$ cat src/rtl/uart_pkg.sv
// -----------------------------------------------------------------------------
// uart_pkg
// Shared constants, FSM state types and the parity helper for the UART.
// No ports; imported by uart and uart_bit_timer.
// -----------------------------------------------------------------------------
package uart_pkg;

  // Bit period in clk cycles and the offset used to land RX samples mid-bit.
  localparam int unsigned CLKS_PER_BIT = 16;
  localparam int unsigned HALF_BIT     = 8;

  // Width of the per-bit cycle counter (0..CLKS_PER_BIT-1).
  localparam int unsigned CNT_W = 4;

  // Widest word the parity helper accepts; narrower words are zero-extended,
  // which leaves the XOR unchanged.
  localparam int unsigned PAR_MAX_W = 32;

  typedef enum logic [2:0] {
    TX_IDLE   = 3'd0,
    TX_START  = 3'd1,
    TX_DATA   = 3'd2,
    TX_PARITY = 3'd3,
    TX_STOP   = 3'd4
  } tx_state_e;

  typedef enum logic [2:0] {
    RX_IDLE   = 3'd0,
    RX_START  = 3'd1,
    RX_DATA   = 3'd2,
    RX_PARITY = 3'd3,
    RX_STOP   = 3'd4
  } rx_state_e;

  // Even parity bit: XOR of all data bits.
  function automatic logic even_parity(input logic [PAR_MAX_W-1:0] data);
    return ^data;
  endfunction

endpackage

$ cat src/rtl/uart_bit_timer.sv
// -----------------------------------------------------------------------------
// uart_bit_timer
// Free-running 0..CLKS_PER_BIT-1 cycle counter that pulses tick_o on its last
// count. While clear_i is high the counter is held at load_val_i, which lets the
// RX path start half a bit in so its ticks fall mid-bit.
//   clk        : system clock
//   reset      : asynchronous active-low reset
//   clear_i    : hold counter at load_val_i (no tick while high)
//   load_val_i : value loaded while clear_i is high
//   tick_o     : one-cycle pulse when the counter sits on its last count
// -----------------------------------------------------------------------------
module uart_bit_timer
  import uart_pkg::*;
(
  input  logic             clk,
  input  logic             reset,
  input  logic             clear_i,
  input  logic [CNT_W-1:0] load_val_i,
  output logic             tick_o
);

  localparam logic [CNT_W-1:0] CNT_LAST = CNT_W'(CLKS_PER_BIT - 1);

  logic [CNT_W-1:0] cnt_q;
  logic [CNT_W-1:0] cnt_d;

  // Next count: load, wrap at the end of a bit, or advance.
  always_comb begin
    cnt_d = cnt_q;
    if (clear_i) begin
      cnt_d = load_val_i;
    end else if (cnt_q == CNT_LAST) begin
      cnt_d = {CNT_W{1'b0}};
    end else begin
      cnt_d = cnt_q + CNT_W'(1);
    end
  end

  // Counter register.
  always_ff @(posedge clk or negedge reset) begin
    if (!reset) begin
      cnt_q <= {CNT_W{1'b0}};
    end else begin
      cnt_q <= cnt_d;
    end
  end

  assign tick_o = !clear_i && (cnt_q == CNT_LAST);

endmodule

$ cat src/rtl/uart.sv
// -----------------------------------------------------------------------------
// uart
// Full-duplex UART with a fixed 16-cycle bit period. Frame: start(0), data LSB
// first, even parity, stop(1). TX and RX are independent.
//   clk           : system clock, all state on the rising edge
//   reset         : asynchronous active-low reset
//   SerialDataIn  : RX line (idles high, synchronized internally)
//   Clear_RX_Flag : synchronous clear of RX_FLAG and ParityError
//   DATATX        : word to transmit, latched on a Transmit rising edge
//   Transmit      : transmit request (edge sensitive, ignored while busy)
//   DATARX        : last received word
//   RX_FLAG       : a received word is available
//   SerialDataOut : TX line (idles high)
//   ParityError   : parity mismatch on the last received frame
// -----------------------------------------------------------------------------
module uart
  import uart_pkg::*;
#(
  parameter int WORD_LENGTH = 8
) (
  input  logic                   clk,
  input  logic                   reset,
  input  logic                   SerialDataIn,
  input  logic                   Clear_RX_Flag,
  input  logic [WORD_LENGTH-1:0] DATATX,
  input  logic                   Transmit,
  output logic [WORD_LENGTH-1:0] DATARX,
  output logic                   RX_FLAG,
  output logic                   SerialDataOut,
  output logic                   ParityError
);

  localparam int IDX_W = (WORD_LENGTH > 1) ? $clog2(WORD_LENGTH) : 1;
  localparam logic [IDX_W-1:0] IDX_LAST = IDX_W'(WORD_LENGTH - 1);

  // ---------------------------------------------------------------------------
  // Transmitter
  // ---------------------------------------------------------------------------
  tx_state_e              tx_state_q, tx_state_d;
  logic [WORD_LENGTH-1:0] tx_data_q, tx_data_d;
  logic [IDX_W-1:0]       tx_idx_q, tx_idx_d;
  logic                   tx_prev_q;          // Transmit one cycle ago
  logic                   tx_out_q, tx_out_d;
  logic                   tx_tick;

  // Timer held at 0 in IDLE so START lasts a full bit from the trigger edge.
  uart_bit_timer u_tx_timer (
    .clk        (clk),
    .reset      (reset),
    .clear_i    (tx_state_q == TX_IDLE),
    .load_val_i (CNT_W'(0)),
    .tick_o     (tx_tick)
  );

  // TX next state; the line value is derived from the next state so the
  // output register changes on the same edge as the state.
  always_comb begin
    tx_state_d = tx_state_q;
    tx_data_d  = tx_data_q;
    tx_idx_d   = tx_idx_q;
    case (tx_state_q)
      TX_IDLE: begin
        if (Transmit && !tx_prev_q) begin
          tx_state_d = TX_START;
          tx_data_d  = DATATX;
        end else begin
          tx_state_d = TX_IDLE;
        end
      end
      TX_START: begin
        if (tx_tick) begin
          tx_state_d = TX_DATA;
          tx_idx_d   = {IDX_W{1'b0}};
        end else begin
          tx_state_d = TX_START;
        end
      end
      TX_DATA: begin
        if (tx_tick && (tx_idx_q == IDX_LAST)) begin
          tx_state_d = TX_PARITY;
        end else if (tx_tick) begin
          tx_idx_d = tx_idx_q + IDX_W'(1);
        end else begin
          tx_state_d = TX_DATA;
        end
      end
      TX_PARITY: begin
        if (tx_tick) begin
          tx_state_d = TX_STOP;
        end else begin
          tx_state_d = TX_PARITY;
        end
      end
      TX_STOP: begin
        if (tx_tick) begin
          tx_state_d = TX_IDLE;
        end else begin
          tx_state_d = TX_STOP;
        end
      end
      default: begin
        tx_state_d = TX_IDLE;
      end
    endcase

    tx_out_d = 1'b1;
    case (tx_state_d)
      TX_IDLE:   tx_out_d = 1'b1;
      TX_START:  tx_out_d = 1'b0;
      TX_DATA:   tx_out_d = tx_data_d[tx_idx_d];
      TX_PARITY: tx_out_d = even_parity(PAR_MAX_W'(tx_data_d));
      TX_STOP:   tx_out_d = 1'b1;
      default:   tx_out_d = 1'b1;
    endcase
  end

  // TX state, data latch, edge history and line register.
  always_ff @(posedge clk or negedge reset) begin
    if (!reset) begin
      tx_state_q <= TX_IDLE;
      tx_data_q  <= {WORD_LENGTH{1'b1}};
      tx_idx_q   <= {IDX_W{1'b0}};
      tx_prev_q  <= 1'b1;   // a Transmit held high through reset is not an edge
      tx_out_q   <= 1'b1;
    end else begin
      tx_state_q <= tx_state_d;
      tx_data_q  <= tx_data_d;
      tx_idx_q   <= tx_idx_d;
      tx_prev_q  <= Transmit;
      tx_out_q   <= tx_out_d;
    end
  end

  assign SerialDataOut = tx_out_q;

  // ---------------------------------------------------------------------------
  // Receiver
  // ---------------------------------------------------------------------------
  rx_state_e              rx_state_q, rx_state_d;
  logic                   rx_sync1_q, rx_sync2_q;
  logic                   rx_prev_q;          // synchronized line one cycle ago
  logic [IDX_W-1:0]       rx_idx_q, rx_idx_d;
  logic [WORD_LENGTH-1:0] rx_shift_q, rx_shift_d;
  logic                   rx_par_q, rx_par_d;
  logic [WORD_LENGTH-1:0] rx_data_q, rx_data_d;
  logic                   rx_flag_q, rx_flag_d;
  logic                   rx_perr_q, rx_perr_d;
  logic                   rx_tick;
  logic                   rx_fall;
  logic                   rx_done;

  // Preloading HALF_BIT puts the first tick half a bit after the falling edge;
  // every later tick is then a full bit on, near the middle of each bit.
  uart_bit_timer u_rx_timer (
    .clk        (clk),
    .reset      (reset),
    .clear_i    (rx_state_q == RX_IDLE),
    .load_val_i (CNT_W'(HALF_BIT)),
    .tick_o     (rx_tick)
  );

  assign rx_fall = rx_prev_q && !rx_sync2_q;

  // RX next state, shift register and result registers.
  always_comb begin
    rx_state_d = rx_state_q;
    rx_idx_d   = rx_idx_q;
    rx_shift_d = rx_shift_q;
    rx_par_d   = rx_par_q;
    rx_done    = 1'b0;
    case (rx_state_q)
      RX_IDLE: begin
        if (rx_fall) begin
          rx_state_d = RX_START;
        end else begin
          rx_state_d = RX_IDLE;
        end
      end
      RX_START: begin
        if (rx_tick && rx_sync2_q) begin
          rx_state_d = RX_IDLE;       // line back high: false start
        end else if (rx_tick) begin
          rx_state_d = RX_DATA;
          rx_idx_d   = {IDX_W{1'b0}};
        end else begin
          rx_state_d = RX_START;
        end
      end
      RX_DATA: begin
        if (rx_tick) begin
          // LSB arrives first, so shift in from the top.
          rx_shift_d = (rx_shift_q >> 1) |
                       (WORD_LENGTH'(rx_sync2_q) << (WORD_LENGTH - 1));
          if (rx_idx_q == IDX_LAST) begin
            rx_state_d = RX_PARITY;
          end else begin
            rx_idx_d = rx_idx_q + IDX_W'(1);
          end
        end else begin
          rx_state_d = RX_DATA;
        end
      end
      RX_PARITY: begin
        if (rx_tick) begin
          rx_par_d   = rx_sync2_q;
          rx_state_d = RX_STOP;
        end else begin
          rx_state_d = RX_PARITY;
        end
      end
      RX_STOP: begin
        // The stop bit value is not checked; the word is delivered regardless.
        if (rx_tick) begin
          rx_done    = 1'b1;
          rx_state_d = RX_IDLE;
        end else begin
          rx_state_d = RX_STOP;
        end
      end
      default: begin
        rx_state_d = RX_IDLE;
      end
    endcase

    rx_data_d = rx_data_q;
    rx_flag_d = rx_flag_q;
    rx_perr_d = rx_perr_q;
    // A completing frame takes priority over a simultaneous clear.
    if (rx_done) begin
      rx_data_d = rx_shift_q;
      rx_flag_d = 1'b1;
      rx_perr_d = rx_par_q ^ even_parity(PAR_MAX_W'(rx_shift_q));
    end else if (Clear_RX_Flag) begin
      rx_flag_d = 1'b0;
      rx_perr_d = 1'b0;
    end else begin
      rx_flag_d = rx_flag_q;
    end
  end

  // RX synchronizer, FSM and result registers.
  always_ff @(posedge clk or negedge reset) begin
    if (!reset) begin
      rx_sync1_q <= 1'b1;
      rx_sync2_q <= 1'b1;
      rx_prev_q  <= 1'b1;
      rx_state_q <= RX_IDLE;
      rx_idx_q   <= {IDX_W{1'b0}};
      rx_shift_q <= {WORD_LENGTH{1'b0}};
      rx_par_q   <= 1'b0;
      rx_data_q  <= {WORD_LENGTH{1'b0}};
      rx_flag_q  <= 1'b0;
      rx_perr_q  <= 1'b0;
    end else begin
      rx_sync1_q <= SerialDataIn;
      rx_sync2_q <= rx_sync1_q;
      rx_prev_q  <= rx_sync2_q;
      rx_state_q <= rx_state_d;
      rx_idx_q   <= rx_idx_d;
      rx_shift_q <= rx_shift_d;
      rx_par_q   <= rx_par_d;
      rx_data_q  <= rx_data_d;
      rx_flag_q  <= rx_flag_d;
      rx_perr_q  <= rx_perr_d;
    end
  end

  assign DATARX      = rx_data_q;
  assign RX_FLAG     = rx_flag_q;
  assign ParityError = rx_perr_q;

endmodule

$ cat config.mk
export PLATFORM = sky130hd
export DESIGN_NAME = uart
export DESIGN_NICKNAME = d
export VERILOG_FILES = /design/src/rtl/uart_pkg.sv /design/src/rtl/uart_bit_timer.sv /design/src/rtl/uart.sv
export SDC_FILE = /design/constraint.sdc
export NUM_CORES = 1
export LEC_CHECK = 0
export CORE_MARGIN = 2
export CORE_UTILIZATION = 60
export DETAILED_ROUTE_END_ITERATION = 16
export GPL_ROUTABILITY_DRIVEN = 1
export PLACE_DENSITY = 0.83
export SLEW_MARGIN = 20
export SYNTH_ARGS = -nofsm -noshare
export SYNTH_HDL_FRONTEND = slang
export SYNTH_SLANG_ARGS = --single-unit
$ cat constraint.sdc
create_clock -name clk -period 3.98 [get_ports clk]
set_clock_uncertainty 0.1 [all_clocks]
set_input_delay 0.995 -clock clk [delete_from_list [all_inputs] [get_ports clk]]
set_output_delay 0.995 -clock clk [all_outputs]
set_load 0.01 [all_outputs]
; ---- Yosys cells after proc, flatten, opt, wreduce, memory -nomap -nowiden
; Index checks and enable logic that the tools add are counted.
[totals]
register_bits = 52
out_inout_bits = 11
elab_cells = 101
[classes]
addsub = 4
order_cmp = 1
eq_ne = 20
muxes = 38
bitwise_logic = 2
n_reduce_logical = 19
[op_table]
columns = operator, n
row1 = 32-bit XOR reduction, 2
row2 = 3-bit two-way mux, 15
row3 = 3-bit case mux with 5 select lines, 2
row4 = 3-bit by 2-bit equality test with 1-bit output (second input constant), 6
row5 = 4-bit two-way mux, 4
row6 = 8-bit two-way mux, 2
row7 = 3-bit equality test (second input constant), 4
row8 = 3-bit case mux with 2 select lines, 2
row9 = 3-bit by 1-bit equality test with 1-bit output (second input constant), 3
row10 = 4-bit by 1-bit adder with 4-bit output (second input constant), 2
row11 = 4-bit equality test (second input constant), 2
row12 = 1-bit two-way mux, 8
row13 = 2-bit inequality test (second input constant), 4
row14 = 7-bit by 8-bit OR with 8-bit output, 1
row15 = 3-bit by 1-bit adder with 3-bit output (second input constant), 2
row16 = 1-bit logical AND, 6
row17 = 3-bit logical NOT, 2
row18 = 2-bit two-way mux, 3
row19 = 5-bit AND reduction, 1
row20 = 1-bit logical NOT, 4
row21 = 3-bit by 4-bit < comparator with 1-bit output (second input constant), 1
row22 = 2-bit AND reduction, 2
row23 = 2-bit nonzero test, 2
row24 = 1-bit binary-select mux with 3-bit select, 1
row25 = 3 further kinds, 3

; ---- Logic depth before layout (Yosys ltp)
[logic_depth]
ltp_word = 9
depth_mapped = 10
depth_no_buf = 10

; ---- By module
; From an unflattened synthesis, not the netlist that was laid out.
[hier_totals]
cells_unflattened = 241
hier_area_um2 = 2686.3
[by_module_without_submodules]
columns = module, instances, cells_each, area_per_inst_um2, seq_area_each_um2
row1 = uart, 1, 199, 2255.9, 1117.3
row2 = uart_bit_timer, 2, 21, 215.2, 100.1

; ---- Worst setup path before layout
; OpenSTA, ideal clock, no wires.
[synth_timing]
path_kind = register to register
startpoint = reg tx_idx_q[0]
endpoint = reg tx_out_q (netlist: SerialDataOut)
arrival_time_ps = 2325
required_time_ps = 3783
path_slack_ps = 1457
stages_incl_launch_ff = 9
path_buffers = 0
cell_sequence = dfrtp_1 ha_1 ha_1 or3b_1 a211o_1 a22o_4 mux2i_1 a22o_1 o41ai_2
[synth_between]
elab_chain_len = 7
elab_cells_between_ends = 15
cone_classes = add/sub (1) / eq/ne (4) / mux (9) / reduce/logical (1)
[synth_lines]
columns = item, line
row1 = start: declaration, uart.sv:41  ; logic [IDX_W-1:0] tx_idx_q, tx_idx_d;
row2 = start signal: assignment, uart.sv:122  ; tx_idx_q <= {IDX_W{1'b0}};
row3 = start signal: assignment, uart.sv:128  ; tx_idx_q <= tx_idx_d;
row4 = 3-bit by 1-bit adder with 3-bit output / 3-bit equality test (equally long branches), "uart.sv:82, uart.sv:79"
row5 = 3-bit two-way mux / 1-bit logical AND (equally long branches), "uart.sv:81, uart.sv:79"
row6 = 3-bit two-way mux *, uart.sv:79  ; if (tx_tick && (tx_idx_q == IDX_LAST)) begin
row7 = 3-bit case mux with 2 select lines *, uart.sv:61  ; case (tx_state_q)
row8 = named net tx_idx_d[2], uart.sv:41
row9 = 1-bit binary-select mux with 3-bit select *, uart.sv:110  ; TX_DATA: tx_out_d = tx_data_d[tx_idx_d];
row10 = 1-bit two-way mux (implied by the code) *, uart.sv:110
row11 = 1-bit case mux with 3 select lines *, uart.sv:107  ; case (tx_state_d)
row12 = named net tx_out_d, uart.sv:43  ; logic tx_out_q, tx_out_d;
row13 = end signal: assignment, uart.sv:130  ; tx_out_q <= tx_out_d;
row14 = end: declaration, uart.sv:43
; The timed path passes the listed nets; every way through them passes the cells marked *. The select of a mux whose other input is x is not followed.
; A chain may end at the register's enable or synchronous reset.

; ---- Final worst setup path
[layout_timing]
startpoint = reg tx_state_q[0]
endpoint = reg tx_out_q (netlist: SerialDataOut)
[layout_between]
elab_chain_len = 9
elab_cells_between_ends = 26
cone_classes = eq/ne (7) / mux (14) / reduce/logical (5)
[layout_lines]
columns = item, line
row1 = start: declaration, uart.sv:39  ; tx_state_e tx_state_q, tx_state_d;
row2 = start signal: assignment, uart.sv:126  ; tx_state_q <= tx_state_d;
row3 = 3-bit logical NOT, "uart.sv:50, uart.sv:61"
row4 = 1-bit logical NOT, uart_bit_timer.sv:48  ; assign tick_o = !clear_i && (cnt_q == CNT_LAST);
row5 = 1-bit logical AND, uart_bit_timer.sv:48
row6 = 3-bit two-way mux / 1-bit logical AND (equally long branches), "uart.sv:81, uart.sv:79"
row7 = 3-bit two-way mux, uart.sv:79
row8 = 3-bit case mux with 2 select lines, uart.sv:61
row9 = 1-bit binary-select mux with 3-bit select, uart.sv:110
row10 = 1-bit two-way mux (implied by the code), uart.sv:110
row11 = 1-bit case mux with 3 select lines *, uart.sv:107
row12 = named net tx_out_d, uart.sv:43
; Marked as above.

==> impl_metrics.ini <==
[drt]
met1_length_microns = 2170
wl_met2_microns = 2090
drtIter0Drc = 101
met3_length_microns = 183
drc = 0
top_layer = met4
wl_microns = 4490
vias = 1681
wire_per_inst_microns = 15.6
antenna_left = 0
via_per_inst = 5.84
firstDrtPassIters = 4

[setup_path]
start_kind = flop
crit_slowest_cell = dfrtp_1
critPathCaptureType = flop
cp_top_family = compound AO/OA/AOI/OAI gates
path_cells = nor3_2 -> nand2b_1 -> ha_1 -> a211oi_1 -> nor3_1 -> a22o_1 -> o41ai_2
slowest_delay_ns = 0.54
arrival_ns = 2.88
crit_fanout = 15
crit_buf_inv = 0
worstSetupPathType = flop to flop
critPathRequiredTime_ns = 4.08

[cts]
cts_made_buffers = 5
clk_latency_ns = 0.30
cts_buffer_depth = 2
cts_max_level = 2
clk_pin_slew_ns = 0.09
hold_buffers = 0
cts_tree = done
root_buffer = clkbuf_8
cts.sinks = 52
post_cts_buffers = 0
cts_resized = 0

[sta]
finalHoldViolCount = 0
rsz0062_at_grt = false
drv_slew = 0
slew_headroom_pct = 48.5
tns_ns = 0
finalCriticalPeriod_ns = 2.78
period_share_pct = 69.7
setup-violations-final = 0
max_freq_mhz = 360
worst_pin_slew_ns = 0.773

[place]
dp.cells = 280
hpwl_microns = 3210
port_buffers = 23
globalplace.congestion = 0.758

[pwr]
p_per_area_mw_per_mm2 = 374
power_uw = 1070
leakage_uw = 0.00129
internal_power_uw = 786
power_frac_comb_pct = 15.4
power_frac_seq_pct = 57.6
clock_power_share_pct = 27.0
power_switching_uw = 289
vdd_drop_max_uv = 281
sw_frac_of_total_pct = 26.9

[synthesis]
yosys_warnings = 0
synth-async-reset-ratio_pct = 100
synthTopCellsByArea = dfrtp_1 39%, dfstp_2 13%, mux2_2 8.4%
yosysSeqAreaShare_pct = 52.0
synth_edf_count = 0
ys.flop_type = dfrtp_1
synth.distinct_cells = 47
syn_area_per_cell_sq_um = 11.8
syn_area_sq_mm = 0.00253
synth_seq_cells = 52
syn_inst = 214
synth_largest_area_cell = dfrtp_1
synth_top_cell_area_share_pct = 38.5
synth_nets = 234

[die]
io_pins = 24
die_x_microns = 69.0
dieArea_sq_mm = 0.00476
die_h_microns = 69.0
initial_core_util_pct = 62.9
rows = 23
coreArea_sq_mm = 0.00403

[grt]
grt_max_degree = 36
grt_antenna_before_repair = 0
grtUsageTotal_pct = 21.1
grt_pass1_wl_microns = 7400
grt_pass1_vias = 1624
overflow = 0

[finish]
final_util_pct = 71.3
n_antenna_cell = 0
syn2layout_area_growth_pct = 13.4
fin_nets = 257
multiInputGateArea_sq_mm = 0.00116
final_common_cell = dfrtp_1
drive_gt1_share_pct = 20.2
final_cell_mix = 39 x dfrtp_1, 22 x clkdlybuf4s50_1, 19 x mux2_2
finalNonFillerCells = 288
fillers = 297
register_area_sq_mm = 0.00132

[hold_path]
hold_class = flop to flop

[run_status]
status = completed

[flow_run]
drv_cap = 0
==> registers in the layout, indices dropped and copies added (netlist names) <==
signal            count
u_rx_timer.cnt_q      4
rx_sync2_q            1
rx_par_q              1
rx_state_q            3
rx_sync1_q            1
ParityError           1
RX_FLAG               1
u_tx_timer.cnt_q      4
DATARX                8
SerialDataOut         1
tx_idx_q              3
rx_shift_q            8
tx_data_q             8
tx_state_q            3
tx_prev_q             1
rx_prev_q             1
rx_idx_q              3
==> cell type report <==
| cell class | instances | area share, % |
|---|---|---|
| Inverter | 3 | 0.392 |
| Timing Repair Buffer | 24 | 8.10 |
| Tap cell | 50 | 2.18 |
| Clock buffer | 7 | 2.66 |
| Clock inverter | 1 | 0.305 |
| Multi-Input combinational cell | 151 | 40.5 |
| Sequential cell | 52 | 45.8 |
==> path summary, 6_finish.rpt <==
| path | startpoint | endpoint | slack [ns] | cells after the start |
|---|---|---|---|---|
| worst max-delay path | tx_state_q[0] | SerialDataOut | 1.20 | 7 |
| worst min-delay path | rx_sync1_q | rx_sync2_q | 0.26 | 0 |
| min in group asynchronous | reset | u_rx_timer.cnt_q[0] | 0.66 | 1 |
| max in group asynchronous | reset | tx_data_q[4] | 2.32 | 2 |
| worst min register to register | rx_sync1_q | rx_sync2_q | 0.26 | 0 |
| worst max register to register | tx_state_q[0] | SerialDataOut | 1.20 | 7 |
==> worst register-to-register path, stage by stage, from the launching register on <==
cell      delay (ns)
dfrtp_1         0.54
nor3_2          0.48
nand2b_1        0.18
ha_1            0.24
a211oi_1        0.48
nor3_1          0.12
a22o_1          0.23
o41ai_2         0.31
==> metrics by stage <==
step | hold WS [ns] | setup WS [ns] | instance area, sq um
2_1_floorplan | 0.245 | 1.46 | 2530
3_5_place_dp | 0.251 | 0.922 | 2790
4_1_cts | 0.264 | 1.23 | 2870
5_1_grt | 0.268 | 1.13 | 2870
6_report | 0.262 | 1.20 | 2870
3_3_place_gp | 0.246 | 0.977 | 2790
==> cells by family (layout without fill, tap and decap cells) <==
family | Yosys count | in the layout | share of synthesized area, %
simple gates | 60 | 60 | 13.7
flops | 52 | 52 | 52.0
compound gates | 39 | 39 | 10.5
mux | 27 | 27 | 12.0
xor+xnor | 18 | 18 | 6.22
buf+inv | 11 | 35 | 2.02
fa+ha+maj | 7 | 7 | 3.46
==> cells in the mapped netlist (2+ instances only) <==
master,n
buf_2,2
mux2_1,5
dfrtp_1,39
ha_1,7
nand2_1,10
a21oi_1,11
clkbuf_1,5
a31oi_1,2
nor2_1,9
o21ai_1,2
a211o_1,2
nand2b_1,6
nand3_1,6
xnor2_1,16
a21o_1,4
dfstp_2,13
nor3_1,7
nand3b_1,4
nor3b_1,2
nor2b_1,2
o21ai_0,9
and3_1,3
mux2_2,19
mux2i_1,2
xor2_1,2
inv_1,3
or3b_1,2
==> power groups by stage <==
stage	Combinational, uW	Sequential (uW)	Clock, uW
finish	166	619	290
global route	185	628	321
CTS	168	620	298
detailed placement	167	630	0
global placement	159	628	0
floorplan	137	609	0
==> layer usage <==
| layer | track usage, % | vias to the layer above |
|---|---|---|
| met4 | 6.62 | 0 |
| met1 | 29.0 | 833 |
| met3 | 3.73 | 5 |
| met2 | 34.0 | 34 |
| li1 | - | 809 |
| met5 | 0 | - |
Power figures use the tool's default switching activity.
